--- src/rtl/fc_sequencer.sv ---
// Purpose : sequences the ASCON datapath through encrypt-then-verify and only releases ct/tag when verified.
// Latency : 6 cycles minimum from the req accept edge to the done pulse (2 per ENC/DEC phase + CHK + done).
// Backpress: req is ignored while busy (no queuing); ENC/DEC wait on the datapath ready inputs.
// Optional watchdog: define FC_TIMEOUT_EN to build the per-phase timeout counter (fault code 11).
module fc_sequencer #(
    parameter int y       = 40,
    parameter int TIMEOUT = 1023,
    parameter int CW      = 10
) (
    input  logic           clk,
    input  logic           rst,
    input  logic           req,
    input  logic [y-1:0]   plain_text,
    output logic           busy,
    output logic           encryption_start,
    input  logic           encryption_ready,
    input  logic [y-1:0]   cipher_text,
    input  logic [127:0]   tag,
    output logic           decryption_start,
    input  logic           decryption_ready,
    input  logic [y-1:0]   dec_plain_text,
    input  logic [127:0]   dec_tag,
    output logic [y-1:0]   ct_out,
    output logic [127:0]   tag_out,
    output logic           done,
    output logic           fault,
    output logic [1:0]     fault_code
);

    localparam logic [1:0] CODE_NONE = 2'b00;
    localparam logic [1:0] CODE_PT   = 2'b01;
    localparam logic [1:0] CODE_TAG  = 2'b10;
    localparam logic [1:0] CODE_TMO  = 2'b11;

    typedef enum logic [1:0] {
        S_IDLE = 2'd0,
        S_ENC  = 2'd1,
        S_DEC  = 2'd2,
        S_CHK  = 2'd3
    } state_t;

    state_t         state_q, state_d;
    // High during the first cycle of ENC/DEC, when a stale ready from the
    // previous transaction may still be on the datapath outputs.
    logic           first_q, first_d;

    logic [y-1:0]   pt_q, pt_d;
    logic [y-1:0]   ct_q, ct_d;
    logic [127:0]   tag_q, tag_d;
    logic [y-1:0]   dp_q, dp_d;

    logic           busy_q, busy_d;
    logic           enc_start_q, enc_start_d;
    logic           dec_start_q, dec_start_d;
    logic [y-1:0]   ct_out_q, ct_out_d;
    logic [127:0]   tag_out_q, tag_out_d;
    logic           done_q, done_d;
    logic           fault_q, fault_d;
    logic [1:0]     code_q, code_d;

    // Watchdog expiry for the current ENC/DEC phase.
    logic           tmo_hit;
    logic           tmo_abort;

`ifdef FC_TIMEOUT_EN
    logic [CW-1:0]  cnt_q, cnt_d;

    // Watchdog: restarts on entry to ENC/DEC and counts every cycle spent there.
    always_comb begin
        cnt_d = cnt_q;
        if (first_d) begin
            cnt_d = '0;
        end else if (state_q == S_ENC || state_q == S_DEC) begin
            cnt_d = cnt_q + CW'(1);
        end
    end

    // Watchdog counter register.
    always_ff @(posedge clk or negedge rst) begin
        if (!rst) begin
            cnt_q <= '0;
        end else begin
            cnt_q <= cnt_d;
        end
    end

    assign tmo_hit = (cnt_q == CW'(TIMEOUT));

    // dec_tag is only observed by the datapath, never compared here.
    logic unused_ok;
    assign unused_ok = ^dec_tag;
`else
    // Without the watchdog ENC/DEC wait for ready indefinitely.
    assign tmo_hit = 1'b0;

    logic unused_ok;
    assign unused_ok = ^{dec_tag, (TIMEOUT == 0), (CW == 0)};
`endif

    // Next-state, capture and registered-output decisions for the transaction.
    always_comb begin
        state_d   = state_q;
        first_d   = 1'b0;
        pt_d      = pt_q;
        ct_d      = ct_q;
        tag_d     = tag_q;
        dp_d      = dp_q;
        ct_out_d  = ct_out_q;
        tag_out_d = tag_out_q;
        done_d    = 1'b0;
        fault_d   = fault_q;
        code_d    = code_q;
        tmo_abort = 1'b0;

        case (state_q)
            S_IDLE: begin
                if (req) begin
                    pt_d    = plain_text;
                    fault_d = 1'b0;
                    code_d  = CODE_NONE;
                    state_d = S_ENC;
                    first_d = 1'b1;
                end
            end
            S_ENC: begin
                // Ready beats the watchdog when both land on the same edge.
                if (!first_q && encryption_ready) begin
                    ct_d    = cipher_text;
                    tag_d   = tag;
                    state_d = S_DEC;
                    first_d = 1'b1;
                end else if (tmo_hit) begin
                    tmo_abort = 1'b1;
                end
            end
            S_DEC: begin
                if (!first_q && decryption_ready) begin
                    dp_d    = dec_plain_text;
                    state_d = S_CHK;
                end else if (tmo_hit) begin
                    tmo_abort = 1'b1;
                end
            end
            S_CHK: begin
                done_d  = 1'b1;
                state_d = S_IDLE;
                // The live tag is re-read here: the datapath holds it stable
                // after ready, so any change since ENC means a late fault.
                if (tag_q != tag) begin
                    fault_d   = 1'b1;
                    code_d    = CODE_TAG;
                    ct_out_d  = '0;
                    tag_out_d = '0;
                end else if (dp_q != pt_q) begin
                    fault_d   = 1'b1;
                    code_d    = CODE_PT;
                    ct_out_d  = '0;
                    tag_out_d = '0;
                end else begin
                    ct_out_d  = ct_q;
                    tag_out_d = tag_q;
                end
            end
            default: begin
                state_d = S_IDLE;
            end
        endcase

        if (tmo_abort) begin
            state_d   = S_IDLE;
            done_d    = 1'b1;
            fault_d   = 1'b1;
            code_d    = CODE_TMO;
            ct_out_d  = '0;
            tag_out_d = '0;
        end

        busy_d      = (state_d != S_IDLE);
        enc_start_d = (state_d == S_ENC);
        dec_start_d = (state_d == S_DEC);
    end

    // State, captured operands and registered outputs; reset aborts everything.
    always_ff @(posedge clk or negedge rst) begin
        if (!rst) begin
            state_q     <= S_IDLE;
            first_q     <= 1'b0;
            pt_q        <= '0;
            ct_q        <= '0;
            tag_q       <= '0;
            dp_q        <= '0;
            busy_q      <= 1'b0;
            enc_start_q <= 1'b0;
            dec_start_q <= 1'b0;
            ct_out_q    <= '0;
            tag_out_q   <= '0;
            done_q      <= 1'b0;
            fault_q     <= 1'b0;
            code_q      <= CODE_NONE;
        end else begin
            state_q     <= state_d;
            first_q     <= first_d;
            pt_q        <= pt_d;
            ct_q        <= ct_d;
            tag_q       <= tag_d;
            dp_q        <= dp_d;
            busy_q      <= busy_d;
            enc_start_q <= enc_start_d;
            dec_start_q <= dec_start_d;
            ct_out_q    <= ct_out_d;
            tag_out_q   <= tag_out_d;
            done_q      <= done_d;
            fault_q     <= fault_d;
            code_q      <= code_d;
        end
    end

    assign busy             = busy_q;
    assign encryption_start = enc_start_q;
    assign decryption_start = dec_start_q;
    assign ct_out           = ct_out_q;
    assign tag_out          = tag_out_q;
    assign done             = done_q;
    assign fault            = fault_q;
    assign fault_code       = code_q;

endmodule

--- config.mk ---
export PLATFORM = sky130hd
export DESIGN_NAME = fc_sequencer
export DESIGN_NICKNAME = d
export VERILOG_FILES = /design/src/rtl/fc_sequencer.sv
export SDC_FILE = /design/constraint.sdc
export NUM_CORES = 1
export LEC_CHECK = 0
export ABC_AREA = 0
export BUFFER_PORTS_ARGS = -buffer_cell sky130_fd_sc_hd__buf_2
export CORE_MARGIN = 2
export CORE_UTILIZATION = 30
export DETAILED_ROUTE_END_ITERATION = 10
export PLACE_DENSITY = 0.54
export SYNTH_ARGS = -nofsm -noshare
export SYNTH_HDL_FRONTEND = slang
export SYNTH_SLANG_ARGS = --single-unit
export TNS_END_PERCENT = 10
--- constraint.sdc ---
create_clock -name clk -period 2.52 [get_ports clk]
set_input_delay 0.378 -clock clk [delete_from_list [all_inputs] [get_ports clk]]
set_output_delay 0.378 -clock clk [all_outputs]
set_load 0.1 [all_outputs]
[After elaboration in Yosys (flattened, before gate mapping)]
Cells that the tools add are included.
Storage, ports and cells
  flip-flop bits (word level): 426
  input bits: 381
  output and inout bits: 175
  word-level logic and storage cells: 53
Operators by class
  eq/ne operators: 9
  multiplexer cells: 20
  reduce and logical (&&, ||, !) cells: 10
Operators by type and width (count)
  $mux 128: 2
  $ne 128x128->1: 1
  $mux 40: 2
  $ne 40x40->1: 1
  $mux 2: 6
  $pmux 2 s4: 1
  $eq 2x2->1 const B: 3
  $mux 1: 6
  $reduce_and 2->1: 3
  $eq 2x1->1 const B: 2
  $pmux 1 s2: 2
  $pmux 2 s2: 1
  $reduce_bool 2->1: 2
  $ne 3x3->1 const B: 1
  $reduce_and 3->1: 1
  $logic_and 1x1->1: 2
  $logic_not 2->1: 1
  $ne 2x2->1 const B: 1
  $logic_not 1->1: 1

[Depth between registers and ports, before layout]
  depth after elaboration: 5
  mapped depth: 8
  depth with buffers taken out: 6

[Least setup slack after synthesis]
No wires, ideal clock.
  kind: input -> register
  start point: input tag[126]
  end point: register ct_out_q[0], in the netlist ct_out[0]
  setup time: 0.069 ns
  arrival time: 1.924 ns
  data required time: 2.451 ns
  setup slack: 0.527 ns
  stages: 8
  path buffers: 2
  path through: xnor2_1 -> nand4_1 -> nor4_1 -> nand4_1 -> nor4_2 -> buf_2 -> buf_4 -> a22o_1
On the way
  word-level cells in the longest chain between the ends: 2
RTL lines
  from (decl): line 18  | input logic [127:0] tag,
  $ne 128x128->1: line 149  | if (tag_q != tag) begin
  $mux 40: line 149
  to (signal assigned): line 210  | ct_out_q <= ct_out_d;
  to (decl): line 55  | logic [y-1:0] ct_out_q, ct_out_d;
Every way passes these cells.
A chain may end at the register's enable or synchronous reset.

[Worst setup path in the final report]
  start point: register tag_q[108]
  end point: register tag_out_q[20], in the netlist tag_out[20]
On the way
  word-level cells in the longest chain between the ends: 2
RTL lines
  from (decl): line 49  | logic [127:0] tag_q, tag_d;
  from (signal assigned): line 205  | tag_q <= tag_d;
  $ne 128x128->1: line 149
  $mux 128: line 149
  to (signal assigned): line 211  | tag_out_q <= tag_out_d;
  to (decl): line 56  | logic [127:0] tag_out_q, tag_out_d;
Every way passes these cells.

==> results.toml <==
[worst_setup_path]
worstReg2RegStart = "tag_q[108]"
cp.arrival_ns = 3.17
crit_path_max_incr_delay_ns = 0.39
timing.critical_path.cells = "xnor2_1, buf_4, nand4_1, nor4_4, buf_4, nand4_1, buf_4, nor4_4, buf_6, clkbuf_16, clkbuf_16, a22o_1"
cp.required_ns = 3.05
worstPathMaxFanout = 7
timing.critical_path.mode_cell = "buf_4"
worstSetupPathType = "reg2reg"
rrSetupSlack_ns = -0.12
crit_end = "tag_out[20]"
worst_setup_path_start_kind = "flip-flop"
worst-r2r-cell-count = 12
regToRegEndpoint = "tag_out[20]"
critical_path_launch_point = "tag_q[108]"
critical_path.endpoint_type = "flip-flop"
crit_path_top_delay_cell = "dfrtp_1"

[global_routing]
grt_max_degree = 140
globalRouteTotalUtil_pct = 18.3
global_route.overflow_total = 0
grt_pass1_wl_mm = 82.8
antenna_violations_before_repair = 13
vias_in_the_first_global_route = 13100

[detailed_routing]
drt_wl_total_mm = 56.2
drt_iter0_drc = 537
number_of_iterations_in_the_first_detailed_routing_pass = 5
route.detailed.vias_per_inst = 4.68
final_antenna_net_count = 0
routed-via-count = 12500
drc = 0
detail_route.wl_per_cell_um = 21.1

[place]
place_congestion = 0.841
number_of_buffer_cells_added_on_primary_ports = 427
pre_cts_ws_ns = -0.470
placed_area_mm2 = 0.0209
detailed_place_hpwl_mm = 38.7

[floorplan]
initial_utilization_pct = 30.4
fp.dieW_um = 244
floorplan.die.height_um = 244
boundaryPins = 556
fp-row-count = 87
die_area_mm2 = 0.0593
core_region_area_mm2 = 0.0566

[synthesis]
netlist.top_cell.by_area = "dfrtp_1"
sequential_to_total_area_share_from_yosys_stat_pct = 61.9
post_synth.cell_area_avg_um2 = 13.9
postSynth.topFlopCell = "dfrtp_1"
edff_count_synth = 0
synth_top_area_share_pct = 61.9
synthesis.area_mm2 = 0.0172
yosysWarningCount = 0
synthesized_flop_and_latch_total = 426
post_synth_main_area_contributors = "dfrtp_1 62%, mux2_2 14%, a22o_1 8.5%, xnor2_1 8.1%, nand2_1 2.7%"
netlist_instances = 1239
ys_types = 26
synth_fp_nets = 1620
ys_async_sr_fraction_pct = 100

[timing]
skew_ns = 0.0307
finalHoldViolCount = 0
setup_viol = 162
holdWs_ns = 0.0334
finalCriticalPeriod_ns = 2.64
pin_slew_with_the_least_headroom_to_its_limit_ns = 1.07
unrepaired_setup_endpoints_after_global_routing = "true"
min_period_over_period_pct = 105
final_critical_path_setup_slack_ns = -0.116
maxClockFrequency_ghz = 0.379
slew_headroom_pct = 28.4
final_max_slew_viol_count = 0

[power]
power.leakage_nw = 11.5
vdd.ir_drop.worst_v = 0.000548
power.density_mw_per_mm2 = 1040

[clock_tree]
clockRootBuffer = "clkbuf_16"
cts_tree = "done"
cts_made_buffers = 49
clock_latency_reported_for_the_late_side_of_the_worst_skew_pair_ns = 0.60
cts.reportedPaths.clkPinSlew_ns = 0.06
ctsLongestPathBuffers = 3
cts.htree.levels = 2
cts.sinks = 426

[layout]
final_layout_size_suffix_gt1_share_pct = 43.3
top_library_cells_by_usage_in_the_layout_fill_and_taps_aside = "426 x dfrtp_1, 426 x buf_2, 208 x mux2_2"
flow.area_growth_from_synthesis_pct = 40.4
final_instance_area_mm2 = 0.0242
nNetsFinal = 2251

[status]
failed_checks = "negative setup slack"
run_status = "finished with violations"

[run]
drv_cap = 0

[min_path]
hold_path_class = "in2reg"
-- report_power, final --
part / switching, W / internal (W)
Clock: 0.00289 / 0.00417
Combinational: 0.00347 / 0.00394
Sequential: 0.00167 / 0.00896
-- stage by stage --
| stage | setup TNS [ns] | cells | utilization, % | total power [W] |
|---|---|---|---|---|
| 2_1_floorplan | 0 | 1239 | - | 0.0152 |
| 3_3_place_gp | -61.43 | 2440 | 36.9 | 0.0178 |
| 6_report | -11.65 | 2665 | 42.7 | 0.0251 |
| 5_1_grt | -29.04 | 2664 | 42.7 | 0.0266 |
| 3_5_place_dp | -70.64 | 2440 | 36.9 | 0.0180 |
| 4_1_cts | -7.81 | 2650 | 42.1 | 0.0255 |
-- what timing repair did --
item                                    in CTS  in global routing
endpoints found under the hold margin      172                  0
endpoints found under the setup margin     171                168
pin swaps                                   40                 23
hold buffers                               120                  0
setup buffers                                4                  0
cloned                                       1                 12
resized for setup                           15                 10
-- flip-flops by register name (all words and copies together), names as in the netlist --
name	count
dp_q	40
fault	1
decryption_start	1
tag_out	128
busy	1
ct_q	40
done	1
first_q	1
pt_q	40
ct_out	40
tag_q	128
fault_code	2
encryption_start	1
state_q	2
-- synthesized netlist by cell type (2+ instances only) --
master and n:
and2_1 3, nand2_1 123, xor2_1 8, nor2_1 2
inv_1 4, or2_2 3, buf_1 4, nand4_1 43
buf_4 12, nor4_1 12, a22o_1 168, xnor2_1 160
dfrtp_1 426, mux2_2 208, buf_2 15, clkbuf_1 38
-- worst min-delay path by stage --
stage                        from          end  slack, ns  cells past startpoint
5_1_grt        dec_plain_text[34]     dp_q[34]      0.006                      2
3_5_place_dp                  rst  tag_out[71]       0.41                      1
2_1_floorplan                 rst         busy       0.08                      0
6_report          cipher_text[12]     ct_q[12]       0.03                      2
3_3_place_gp                  rst  tag_out[71]       0.40                      1
4_1_cts                  tag[109]   tag_q[109]     0.0003                      2
-- metal layers --
metal  up-vias  GRT usage (%)  share of wire [%]
li1       5713              -                  -
met1      6294           25.2                 46
met2       359           27.6                 44
met3        85           5.58                7.4
met4        12           5.88                2.1
met5         -              0               0.14
-- area by class of cell --
type                    count  area (um2)
fillers                  5281       32400
flip-flops and latches    426       10700
multi-input cells         740        6330
repair buffers            649        4640
clock buffers              71        1370
well taps                 756         946
clock inverters            15         201
inverters                   4        15.0
diodes                      4        10.0
-- critical path, delay by kind of cell, from the launching register on --
family | cells | cell delay [ns]
XOR/XNOR | 1 | 0.21
flip-flops | 1 | 0.39
buffers and inverters | 6 | 1.09
AO/OA/AOI/OAI | 1 | 0.13
AND/OR/NAND/NOR | 4 | 0.75
-- cell families after synthesis --
logic type      after synthesis  synth area share, %
compound gates              173                 8.79
xor+xnor                    168                 8.55
buf+inv                      73                 1.96
flops                       426                 61.9
mux                         208                 13.6
simple gates                191                 5.18
Note: power is estimated with default switching activity, not from simulation.
